File: config.mk
export PLATFORM = sky130hd
export DESIGN_NAME = uart_rx_fifo
export DESIGN_NICKNAME = d
export VERILOG_FILES = /design/src/rtl/uart_rx_fifo.sv
export SDC_FILE = /design/constraint.sdc
export NUM_CORES = 1
export LEC_CHECK = 0
export BUFFER_PORTS_ARGS = -buffer_cell sky130_fd_sc_hd__buf_2
export CORE_MARGIN = 1
export CORE_UTILIZATION = 58
export DETAILED_ROUTE_END_ITERATION = 10
export PLACE_DENSITY = 0.74
export SLEW_MARGIN = 20
export SYNTH_ARGS = -nofsm -noshare
export SYNTH_HDL_FRONTEND = slang
export SYNTH_SLANG_ARGS = --single-unit
export TNS_END_PERCENT = 10
File: constraint.sdc
create_clock -name clk -period 7.3 [get_ports clk]
set_input_delay 1.46 -clock clk [delete_from_list [all_inputs] [get_ports clk]]
set_output_delay 1.46 -clock clk [all_outputs]
set_load 0.005 [all_outputs]
File: src/rtl/uart_rx_fifo.sv
`default_nettype none
// ============================================================================
//  Module      : uart_rx_fifo
//  Description : UART receiver (configurable data/parity/stop bits) with an
//                oversampled bit timer, sticky error flags and a power-of-2
//                receive FIFO with a valid/ready read port.
//  Revision    : 1.0 - initial release
// ============================================================================
module uart_rx_fifo #(
  parameter int CLKS_PER_BIT = 16,
  parameter int DATA_BITS    = 8,
  parameter int PARITY       = 0,
  parameter int STOP_BITS    = 1,
  parameter int FIFO_DEPTH   = 8
) (
  input  logic                          clk,
  input  logic                          rst_n,
  input  logic                          rx,
  output logic [DATA_BITS-1:0]          rd_data,
  output logic                          rd_valid,
  input  logic                          rd_ready,
  output logic [$clog2(FIFO_DEPTH):0]   count,
  output logic                          parity_err,
  output logic                          frame_err,
  output logic                          overrun_err,
  input  logic                          err_clr
);

  localparam int AW = $clog2(FIFO_DEPTH);
  localparam int CW = AW + 1;
  localparam int TW = $clog2(CLKS_PER_BIT) + 1;
  localparam int BW = 4;

  localparam logic [TW-1:0] HALF_LAST = TW'(CLKS_PER_BIT / 2 - 1);
  localparam logic [TW-1:0] BIT_LAST  = TW'(CLKS_PER_BIT - 1);
  localparam logic [BW-1:0] LAST_BIT  = BW'(DATA_BITS - 1);
  localparam logic          STOP_LAST = 1'(STOP_BITS - 1);
  localparam logic [CW-1:0] DEPTH_C   = CW'(FIFO_DEPTH);

  typedef enum logic [2:0] {
    ST_IDLE   = 3'd0,
    ST_START  = 3'd1,
    ST_DATA   = 3'd2,
    ST_PARITY = 3'd3,
    ST_STOP   = 3'd4,
    ST_BREAK  = 3'd5
  } state_t;

  state_t                state;
  logic                  rx_meta;
  logic                  rx_s;
  logic                  rx_prev;
  logic [TW-1:0]         timer;
  logic [BW-1:0]         bit_idx;
  logic                  stop_idx;
  logic [DATA_BITS-1:0]  shreg;
  logic                  par_bad;
  logic                  stop_bad;
  logic                  push_req;
  logic                  perr_evt;
  logic                  ferr_evt;

  logic [DATA_BITS-1:0]  mem [FIFO_DEPTH];
  logic [AW-1:0]         wr_ptr;
  logic [AW-1:0]         rd_ptr;

  logic                  exp_par;
  logic                  stop_now_bad;
  logic                  full;
  logic                  pop;
  logic                  do_push;
  logic                  overrun_evt;

  // Expected parity bit over the assembled data word (even or odd)
  assign exp_par      = (PARITY == 2) ? ~(^shreg) : (^shreg);
  // A frame is bad if any stop sample so far, including this one, was low
  assign stop_now_bad = stop_bad | ~rx_s;

  // Two-flop synchronizer plus one delayed copy for start-edge detection
  always_ff @(posedge clk or negedge rst_n) begin
    if (!rst_n) begin
      rx_meta <= 1'b1;
      rx_s    <= 1'b1;
      rx_prev <= 1'b1;
    end else begin
      rx_meta <= rx;
      rx_s    <= rx_meta;
      rx_prev <= rx_s;
    end
  end

  // Receive FSM: bit timing, sampling, frame checking and event pulses
  always_ff @(posedge clk or negedge rst_n) begin
    if (!rst_n) begin
      state    <= ST_IDLE;
      timer    <= '0;
      bit_idx  <= '0;
      stop_idx <= 1'b0;
      shreg    <= '0;
      par_bad  <= 1'b0;
      stop_bad <= 1'b0;
      push_req <= 1'b0;
      perr_evt <= 1'b0;
      ferr_evt <= 1'b0;
    end else begin
      push_req <= 1'b0;
      perr_evt <= 1'b0;
      ferr_evt <= 1'b0;
      case (state)
        ST_IDLE: begin
          if (rx_prev && !rx_s) begin
            state <= ST_START;
            timer <= '0;
          end
        end
        ST_START: begin
          if (timer == HALF_LAST) begin
            timer <= '0;
            if (!rx_s) begin
              state    <= ST_DATA;
              bit_idx  <= '0;
              stop_idx <= 1'b0;
              par_bad  <= 1'b0;
              stop_bad <= 1'b0;
            end else begin
              // Glitch shorter than half a bit: not a real start bit
              state <= ST_IDLE;
            end
          end else begin
            timer <= timer + 1'b1;
          end
        end
        ST_DATA: begin
          if (timer == BIT_LAST) begin
            timer <= '0;
            shreg <= {rx_s, shreg[DATA_BITS-1:1]};
            if (bit_idx == LAST_BIT) begin
              state <= (PARITY != 0) ? ST_PARITY : ST_STOP;
            end else begin
              bit_idx <= bit_idx + 1'b1;
            end
          end else begin
            timer <= timer + 1'b1;
          end
        end
        ST_PARITY: begin
          if (timer == BIT_LAST) begin
            timer   <= '0;
            par_bad <= (rx_s != exp_par);
            state   <= ST_STOP;
          end else begin
            timer <= timer + 1'b1;
          end
        end
        ST_STOP: begin
          if (timer == BIT_LAST) begin
            timer    <= '0;
            stop_bad <= stop_now_bad;
            if (stop_idx == STOP_LAST) begin
              if (stop_now_bad) begin
                // Framing error wins over parity error
                state    <= ST_BREAK;
                ferr_evt <= 1'b1;
              end else begin
                state <= ST_IDLE;
                if (par_bad) begin
                  perr_evt <= 1'b1;
                end else begin
                  push_req <= 1'b1;
                end
              end
            end else begin
              stop_idx <= stop_idx + 1'b1;
            end
          end else begin
            timer <= timer + 1'b1;
          end
        end
        ST_BREAK: begin
          // Wait for the line to return high before hunting a new start
          if (rx_s) begin
            state <= ST_IDLE;
          end
        end
        default: state <= ST_IDLE;
      endcase
    end
  end

  assign rd_valid    = (count != '0);
  assign full        = (count == DEPTH_C);
  assign pop         = rd_valid & rd_ready;
  assign do_push     = push_req & (~full | pop);
  assign overrun_evt = push_req & full & ~pop;
  assign rd_data     = rd_valid ? mem[rd_ptr] : '0;

  // FIFO storage; contents are don't-care while the slot is not occupied
  always_ff @(posedge clk) begin
    if (do_push) begin
      mem[wr_ptr] <= shreg;
    end
  end

  // FIFO pointers and occupancy; pointers wrap naturally at FIFO_DEPTH
  always_ff @(posedge clk or negedge rst_n) begin
    if (!rst_n) begin
      wr_ptr <= '0;
      rd_ptr <= '0;
      count  <= '0;
    end else begin
      if (do_push) begin
        wr_ptr <= wr_ptr + 1'b1;
      end
      if (pop) begin
        rd_ptr <= rd_ptr + 1'b1;
      end
      case ({do_push, pop})
        2'b10:   count <= count + 1'b1;
        2'b01:   count <= count - 1'b1;
        default: count <= count;
      endcase
    end
  end

  // Sticky error flags; a set event in the clear cycle keeps the flag high
  always_ff @(posedge clk or negedge rst_n) begin
    if (!rst_n) begin
      parity_err  <= 1'b0;
      frame_err   <= 1'b0;
      overrun_err <= 1'b0;
    end else begin
      parity_err  <= perr_evt    | (parity_err  & ~err_clr);
      frame_err   <= ferr_evt    | (frame_err   & ~err_clr);
      overrun_err <= overrun_evt | (overrun_err & ~err_clr);
    end
  end

endmodule
`default_nettype wire

After elaboration in Yosys (flattened, before gate mapping) --
Memory sizes are Yosys's and may differ from the RTL's. Index checks and enable logic that the tools add are counted.
Word-level totals: register bits 42, bits in writable memories 64, input port bits 5, output and inout port bits 16, word-level logic and storage cells 129, memories 1
Cells by class: add/subtract/negate cells 7, equality and inequality tests 22, multiplexer cells 47, bitwise gates (word level) 16, reductions and logical operators 17
Memory list:
- mem | depth 8, bits a word 8, rd ports 1, clocked after Yosys merged registers in 0, wr ports 1, RTL line 63 | logic [DATA_BITS-1:0] mem [FIFO_DEPTH];
Operators by type and width (number):
- $mux W3 | 9
- $mux W1 | 22
- $ne A2 B2 Y1 const B | 10
- $pmux W3 S6 | 1
- $mux W4 | 4
- $pmux W4 S2 | 2
- $mux W5 | 3
- $pmux W5 S3 | 1
- $add A4 B1 Y4 const B | 2
- $mux W8 | 1
- $reduce_and A4 Y1 | 2
- $reduce_and A8 Y1 | 1
- $reduce_bool A2 Y1 | 4
- $reduce_xor A8 Y1 | 1
- $and A1 B1 Y1 | 7
- $add A3 B1 Y3 const B | 2
- $eq A3 B2 Y1 const B | 2
- $eq A3 B3 Y1 const B | 2
- $pmux W1 S2 | 3
- $add A5 B1 Y5 const B | 1
- $eq A5 B3 Y1 const B | 1
- $eq A5 B4 Y1 const B | 1
- $or A1 B1 Y1 | 5
- $reduce_and A5 Y1 | 1
- 17 further kinds | 21

Depth between registers and ports, before layout --
Gate-level depths: netlist of the first run.
depth after elaboration 6, mapped depth 12, gate-level depth less buffers 12

Worst setup path after synthesis of the first run --
OpenSTA, ideal clock, no wires.
path type input-to-reg, from input rd_ready, to memory mem[1][0] (enable), setup time 383 ps, arrival time 2590 ps, setup slack 4326 ps, cell stages on the path 4, buffers on the path 0, path through nand2b_1 o21ai_2 or2_2 nor3_1
Between the ends: word-level cells in the longest chain between the ends 5
Ends and longest elaborated chain:
- from (decl) | RTL line 21 | input logic rd_ready,
- $and A1 B1 Y1 | RTL line 192 | assign pop = rd_valid & rd_ready;
- $or A1 B1 Y1 | RTL line 193 | assign do_push = push_req & (~full | pop);
- $and A1 B1 Y1 | RTL line 193
- $mux W1 | RTL line 199 | if (do_push) begin
- $mux W1 (implied by the code) | RTL line 200 | mem[wr_ptr] <= shreg;
- to (decl) | RTL line 63
Every way passes these cells.

Worst setup path after layout of the first run --
from register rd_ptr[0], to output rd_data[5]
Between the ends: word-level cells in the longest chain between the ends 2
Ends and longest elaborated chain:
- from (decl) | RTL line 65 | logic [AW-1:0] rd_ptr;
- from (signal assigned) | RTL line 215 | rd_ptr <= rd_ptr + 1'b1;
- $mem_v2 Z8 W8
- $mux W8 | RTL line 195 | assign rd_data = rd_valid ? mem[rd_ptr] : '0;
- to (decl) | RTL line 19 | output logic [DATA_BITS-1:0] rd_data,
Every way passes these cells.

==> impl_metrics.yaml, run 1 <==
setup_path:
  cp.depth: 4
  worst-path-buf-inv: 1
  critPathRequiredTime_ps: 5840
  crit_fanout: 18
  worstPathCellList: "mux4_2, mux2i_1, nor2_1, buf_2"
  crit_arrival_ps: 2050
  r2r_cells: 12
  crit_path_end_kind: "output pin"
  start_kind: "register"
  critPathKind: "register to output pin"
  cp_slowest_cell: "dfrtp_2"
  critPathMaxStageDelay_ps: 760
  path_delay_family: "flip-flops"
global_route:
  first_global_vias: 2375
  track_usage: 0.197
  grt_max_degree: 42
  antenna_found_initial: 0
  grt.overflow.total: 0
  grt_pass1_wl_mm: 12.1
logic_synthesis:
  synthesis.nets: 307
  avgSynthCellArea_um2: 15.6
  yosysUniqueCellTypes: 55
  synth_cells: 293
  ys.flop_type: "edfxtp_1"
  synth_edf_count: 64
  ys_warn_count: 0
  yosysSeqAreaShare: 0.647
  synthArstFlopShare: 0.390
  synth.top_cell.area_share: 0.422
  synthTopCellsByArea: "edfxtp_1 42%, dfrtp_1 21%, mux4_2 7.9%, mux2_2 3.2%, ha_1 2.5%"
  ys_ff_latch: 105
  synth_area_leader_cell: "edfxtp_1"
  syn_area_um2: 4560
cells_and_area:
  final_common_cell: "edfxtp_1"
  drive_above_1_share: 0.252
  antennaDiodeCount: 0
  n_fill_cell: 508
  final_nets: 331
  layout_common_cells: "64 x edfxtp_1, 37 x dfrtp_1, 24 x nor2_1"
  final_area_um2: 4940
  area_growth_pct: 8.37
sta:
  rsz0062_at_grt: "no"
  tightest_slew_ps: 924
  setup_viol: 0
  relSlewSlack: 0.382
  fmax_ghz: 0.285
  fin_crit_ps: 3510
  layout_setup_ws_ps: 3790
  fin_worst_skew_ps: 11.1
  tns_ps: 0
  finalHoldViolations: 0
  maxSlewViolCount: 0
  finalCritPeriodShare: 0.481
routing:
  drt-initial-drc-count: 145
  viasPerCell: 5.80
  first_pass_iters: 4
  wl_per_cell_um: 17.6
  wirelength_mm: 7.41
  route.vias.total: 2441
  drc_errors: 0
  ant_nets: 0
pwr:
  p_leak_uw: 0.00208
  ir_worst_vdd_v: 0.000106
  combPwrFrac: 0.023
  swShare: 0.229
  pwr-share-seq: 0.637
  p_switching_uw: 230
  p_per_area_nw_per_um2: 203
  p_int_uw: 773
  pwr-share-clk: 0.340
flow_run:
  cap_violations: 0
clock_network:
  hold_buffers: 0
  post_cts_resized: 0
  max-clock-path-buffers: 2
  cts_tree: "done"
  insertion_delay_ps: 380
  htree_levels: 3
  clk_pin_slew_worst_paths_ps: 100
  post_cts_buffers: 0
  clockRootBuffer: "clkbuf_8"
  numCtsBuffers: 9
  clkSinkCount: 105
run_status:
  status: "completed"
floorplanning:
  die_area_um2: 8220
  die_h_um: 90.7
  num_io_pins: 21
  row_count: 31
  die_width_um: 90.7
  core-area_um2: 7410
  initial_utilization: 0.615
placed_design:
  place_area_um2: 4760
  pre_cts_slack_ps: 3790
  numPortBuffers: 20
  detailed_place_hpwl_mm: 4.75
  globalplace.congestion: 0.750
min_path:
  hold_depth: 0
  hold_class: "register to register"
per-layer routing:
layer | vias up | wire, um | global-route usage
met3 | 8 | 392 | 0.0455
met2 | 58 | 3490 | 0.304
li1 | 1154 | - | -
met4 | 0 | 107 | 0.0753
met1 | 1221 | 3420 | 0.276
met5 | - | 0 | 0
worst reg2reg max path: stages, from the launching register on:
cell and delay (ps):
dfrtp_1 460, or3_4 460, nor2_8 220, inv_4 70, nand2_4 80, inv_2 50, ha_1 260, xor2_1 160
ha_1 180, a21oi_1 140, xor2_1 150, nor2_1 60, xor2_1 130
path summary, 6_finish.rpt:
check / startpoint / to / slack [ps]
max: rd_ptr[0] / rd_data[5] / 3790
min: rx_meta / rx_s / 370
max reg2reg: count[1] / count[2] / 4770
min reg2reg: rx_meta / rx_s / 370
max in group asynchronous: rst_n / rd_ptr[0] / 5490
min in group asynchronous: rst_n / count[2] / 1200
power groups by stage:
stage	logic, uW	registers [uW]	clock network, uW
2_1_floorplan	16.9	648	0
3_3_place_gp	23.6	651	0
3_5_place_dp	24.1	651	0
4_1_cts	24.2	638	343
5_1_grt	27.3	640	367
6_report	23.5	638	340
sequential cells by signal (all words and copies together) (netlist names), 3 cells and up:
register,cells
mem,64
bit_idx,4
timer,5
wr_ptr,3
count,4
state,3
shreg,8
rd_ptr,3
layout make-up:
class                      instances  area (um2)  area share
sequential                       105        2950       0.598
multi-input combinational        168        1520       0.308
clock buffer                       9         124      0.0251
tap                               99         124      0.0251
timing repair buffer              22         115      0.0233
clock inverter                     7        60.1      0.0122
inverter                          11        43.8     0.00886
Yosys cell counts (4+ instances only):
cell type  number
edfxtp_1       64
dfrtp_1        38
nor2_1         24
mux4_2         16
mux2_2         13
xnor2_1        10
ha_1            9
inv_1           9
nand2b_1        9
mux2i_1         8
a21oi_1         6
nand3_1         6
xor2_1          6
nand2_1         5
o21ai_0         5
and2_1          4
metrics by stage:
step	util	total power (uW)	hold WS, ps	std cells
after floorplan	-	665	345	293
after global placement	0.642	674	348	405
after detailed placement	0.642	675	356	405
after CTS	0.667	1010	367	421
after global routing	0.667	1030	370	421
final	0.667	1000	367	421
cell families (layout without fill, tap and decap cells):
family / Yosys count / after routing / synth area share
fa+ha+maj: 9 / 9 / 0.0247
compound gates: 28 / 28 / 0.0436
xor+xnor: 17 / 17 / 0.0357
simple gates: 76 / 76 / 0.0977
buf+inv: 20 / 49 / 0.0189
flops: 105 / 105 / 0.647
mux: 38 / 38 / 0.132
Note: power is estimated with default switching activity, not from simulation.
==> run 2: changes to the inputs <==
- clock period: 7.3 -> 3.26 ns (I/O delays scaled with it)
==> impl_metrics.yaml, run 2 (same netlist as run 1, synthesis figures left out) <==
floorplanning:
  core-area_um2: 7410
  num_io_pins: 21
  die_width_um: 90.7
  initial_utilization: 0.615
  die_h_um: 90.7
  die_area_um2: 8220
  row_count: 31
min_path:
  hold_depth: 0
  hold_start: "rx_meta"
  hold-path-endpoint: "rx_s"
  hold_class: "register to register"
clock_network:
  hold_buffers: 0
  clkSinkCount: 105
  clk_pin_slew_worst_paths_ps: 100
  post_cts_buffers: 0
  post_cts_resized: 0
  cts_tree: "done"
  insertion_delay_ps: 370
  clockRootBuffer: "clkbuf_8"
  numCtsBuffers: 9
  htree_levels: 3
  max-clock-path-buffers: 2
flow_run:
  cap_violations: 0
setup_path:
  timing.rr.end: "count[2]"
  r2r_setup_slack_ps: 720
  r2r_start: "count[1]"
  crit_fanout: 18
  critPathLaunch: "rd_ptr[1]"
  start_kind: "register"
  crit_path_end_kind: "output pin"
  crit_arrival_ps: 2060
  critPathKind: "register to output pin"
  r2r_cells: 12
  critPathRequiredTime_ps: 2610
routing:
  route.vias.total: 2521
  viasPerCell: 5.89
  drc_errors: 0
  wirelength_mm: 8.09
  wl_per_cell_um: 18.9
  first_pass_iters: 4
  drt-initial-drc-count: 120
  ant_nets: 0
global_route:
  first_global_vias: 2598
  grt.overflow.total: 0
  track_usage: 0.221
  grt_max_degree: 42
  grt_pass1_wl_mm: 13.5
  antenna_found_initial: 0
pwr:
  total_power_uw: 2400
  p_per_area_nw_per_um2: 476
  ir_worst_vdd_v: 0.000292
  p_leak_uw: 0.00215
cells_and_area:
  final_area_um2: 5040
  n_fill_cell: 510
  final_nets: 338
  final_common_cell: "edfxtp_1"
  drive_above_1_share: 0.264
  top_register: "mem"
  area_growth_pct: 10.5
  largest_reg_flops: 64
  final_cells: 428
  antennaDiodeCount: 0
  largestRegisters: "mem (64), shreg (8), timer (5)"
  layout_common_cells: "64 x edfxtp_1, 38 x dfrtp_1, 24 x nor2_1"
  utilization: 0.680
sta:
  fin_crit_ps: 2710
  rsz0062_at_grt: "no"
  setup_viol: 0
  finalHoldViolations: 0
  fmax_ghz: 0.369
  finalCritPeriodShare: 0.830
  tns_ps: 0
  fin_worst_skew_ps: 10.9
  tightest_slew_ps: 906
  relSlewSlack: 0.396
  maxSlewViolCount: 0
placed_design:
  numPortBuffers: 20
  globalplace.congestion: 0.784
  place_area_um2: 4810
  detailed_place_hpwl_mm: 5.13
  dp.cells: 412
run_status:
  status: "completed"
## run 2: routing by layer
| layer | part of all wire | track usage | up-vias |
|---|---|---|---|
| li1 | - | - | 1165 |
| met2 | 0.50 | 0.360 | 66 |
| met3 | 0.053 | 0.0387 | 12 |
| met4 | 0.019 | 0.105 | 0 |
| met1 | 0.43 | 0.290 | 1278 |
| met5 | 0 | 0 | - |
## run 2: final cells by class
class	count	area, um2	area share
clock buffer	9	124	0.0246
inverter	11	43.8	0.00869
clock inverter	7	108	0.0214
timing repair buffer	29	168	0.0333
multi-input combinational	168	1520	0.302
tap	99	124	0.0246
sequential	105	2950	0.586
## run 2: worst max-delay path, stage by stage (launching register included)
cell	delay, ps
dfrtp_1	860
mux4_2	420
mux2i_1	160
nor2_1	90
buf_2	140
## run 2: where the power goes
part           switching [uW]  internal, uW
registers                16.2          1410
logic                    28.6          24.3
clock network             466           448
total                     511          1890
## run 2: worst max path at each step
stage / end / cells past startpoint
finish: rd_data[7] / 4
global placement: count[2] / 12
detailed placement: count[2] / 12
CTS: rd_data[7] / 4
global route: rd_data[7] / 4
floorplan: count[2] / 12
## run 2: stage by stage
stage | worst slack, ps | hold slack [ps]
final | 553 | 367
after global routing | 453 | 353
after CTS | 507 | 360
after detailed placement | 728 | 355
after global placement | 775 | 348
after floorplan | 905 | 345
==> run 3: changes to the inputs <==
- clock period: 3.26 -> 2.85 ns (I/O delays scaled with it)
==> impl_metrics.yaml, run 3 (same netlist as run 1, synthesis figures left out) <==
setup_path:
  path_delay_family: "flip-flops"
  r2r_setup_slack_ps: 310
  critPathMaxStageDelay_ps: 870
  critPathLaunch: "rd_ptr[1]"
  worstPathCellList: "mux4_2, mux2i_1, nor2_1, buf_2"
  worst-path-buf-inv: 1
  crit_fanout: 18
  r2r_start: "count[0]"
  crit_path_end_kind: "output pin"
  crit_arrival_ps: 2030
  critPathKind: "register to output pin"
  cp_slowest_cell: "dfrtp_1"
  start_kind: "register"
  critPathRequiredTime_ps: 2280
global_route:
  track_usage: 0.216
  grt.overflow.total: 0
  antenna_found_initial: 0
  grt_max_degree: 42
  first_global_vias: 2608
  grt_pass1_wl_mm: 13.0
cells_and_area:
  largest_reg_flops: 64
  layout_common_cells: "64 x edfxtp_1, 38 x dfrtp_1, 24 x nor2_1"
  final_nets: 339
  antennaDiodeCount: 0
  drive_above_1_share: 0.264
  utilization: 0.677
  area_growth_pct: 9.99
  largestRegisters: "mem (64), shreg (8), timer (5)"
  final_common_cell: "edfxtp_1"
  top_register: "mem"
  n_fill_cell: 525
pwr:
  ir_worst_vdd_v: 0.000288
  pwr-share-seq: 0.624
  swShare: 0.215
  total_power_uw: 2620
  p_int_uw: 2060
  p_leak_uw: 0.00214
  pwr-share-clk: 0.353
  combPwrFrac: 0.023
  p_switching_uw: 562
  p_per_area_nw_per_um2: 522
min_path:
  hold_start: "rx"
  hold_class: "input pin to register"
flow_run:
  cap_violations: 0
sta:
  relSlewSlack: 0.385
  fmax_ghz: 0.384
  maxSlewViolCount: 0
  fin_crit_ps: 2600
  finalCritPeriodShare: 0.913
  rsz0062_at_grt: "no"
  tns_ps: 0
  whs_ps: 283
  finalHoldViolations: 0
  setup_viol: 0
  tightest_slew_ps: 922
  fin_worst_skew_ps: 11.3
clock_network:
  post_cts_resized: 0
  cts_tree: "done"
  numCtsBuffers: 9
  clkSinkCount: 105
  htree_levels: 3
  post_cts_buffers: 0
  clk_pin_slew_worst_paths_ps: 100
  max-clock-path-buffers: 2
  insertion_delay_ps: 370
  clockRootBuffer: "clkbuf_8"
  hold_buffers: 0
placed_design:
  detailed_place_hpwl_mm: 5.25
  globalplace.congestion: 0.777
  numPortBuffers: 20
run_status:
  status: "completed"
routing:
  route.vias.total: 2525
  drc_errors: 0
  first_pass_iters: 4
  ant_nets: 0
  wirelength_mm: 7.93
  wl_per_cell_um: 18.5
  viasPerCell: 5.89
  drt-initial-drc-count: 150
floorplanning:
  die_width_um: 90.7
  die_h_um: 90.7
  row_count: 31
  core-area_um2: 7410
  die_area_um2: 8220
  num_io_pins: 21
  initial_utilization: 0.615
## run 3: cell count changes in the layout (fill, tap and decap cells not counted)
cell	delta
buf_4	+1
clkinv_1	+1
bufinv_16	-1
inv_8	-1
clkinvlp_2	+1
## run 3: power groups by stage
stage / Clock [uW] / Combinational, uW / Sequential (uW)
after floorplan: 0 / 43.3 / 1660
after global placement: 0 / 60.1 / 1670
after detailed placement: 0 / 61.8 / 1670
after CTS: 950 / 61.7 / 1630
after global routing: 1000 / 69.1 / 1640
final: 924 / 60.7 / 1630
## run 3: layout make-up
type	count	area (um2)	share of cell area
flip-flops and latches	105	2950	0.589
multi-input cells	168	1520	0.303
repair buffers	30	175	0.0349
clock buffers	9	124	0.0247
well taps	99	124	0.0247
clock inverters	7	75.1	0.0150
inverters	11	43.8	0.00873
## run 3: through the flow
step / instances / worst slack, ps / cell area, um2
finish: 429 / 248 / 5010
detailed placement: 413 / 321 / 4820
CTS: 429 / 217 / 5010
global placement: 413 / 380 / 4820
global route: 429 / 143 / 5010
floorplan: 293 / 495 / 4560
## run 3: metal layers
metal	GRT usage	vias up	wire, um
met3	0.0379	16	256
met5	0	-	0
met1	0.293	1286	3610
li1	-	1169	-
met2	0.336	54	3850
met4	0.116	0	210
## run 3: worst reg2reg max path, cell delays in order, from the launching register on
cell,delay [ps]
dfrtp_1,470
or3_4,450
nor2_8,210
inv_4,70
nand2_4,80
inv_2,50
ha_1,260
xor2_1,170
ha_1,180
a21oi_1,140
xor2_1,160
nor2_1,60
xor2_1,140
## run 3: path summary, 6_finish.rpt
path	cells after the start	endpoint
min reg2reg	0	rx_s
max	4	rd_data[7]
min	1	rx_meta
max reg2reg	12	count[2]
min in group asynchronous	1	count[0]
max in group asynchronous	1	wr_ptr[1]
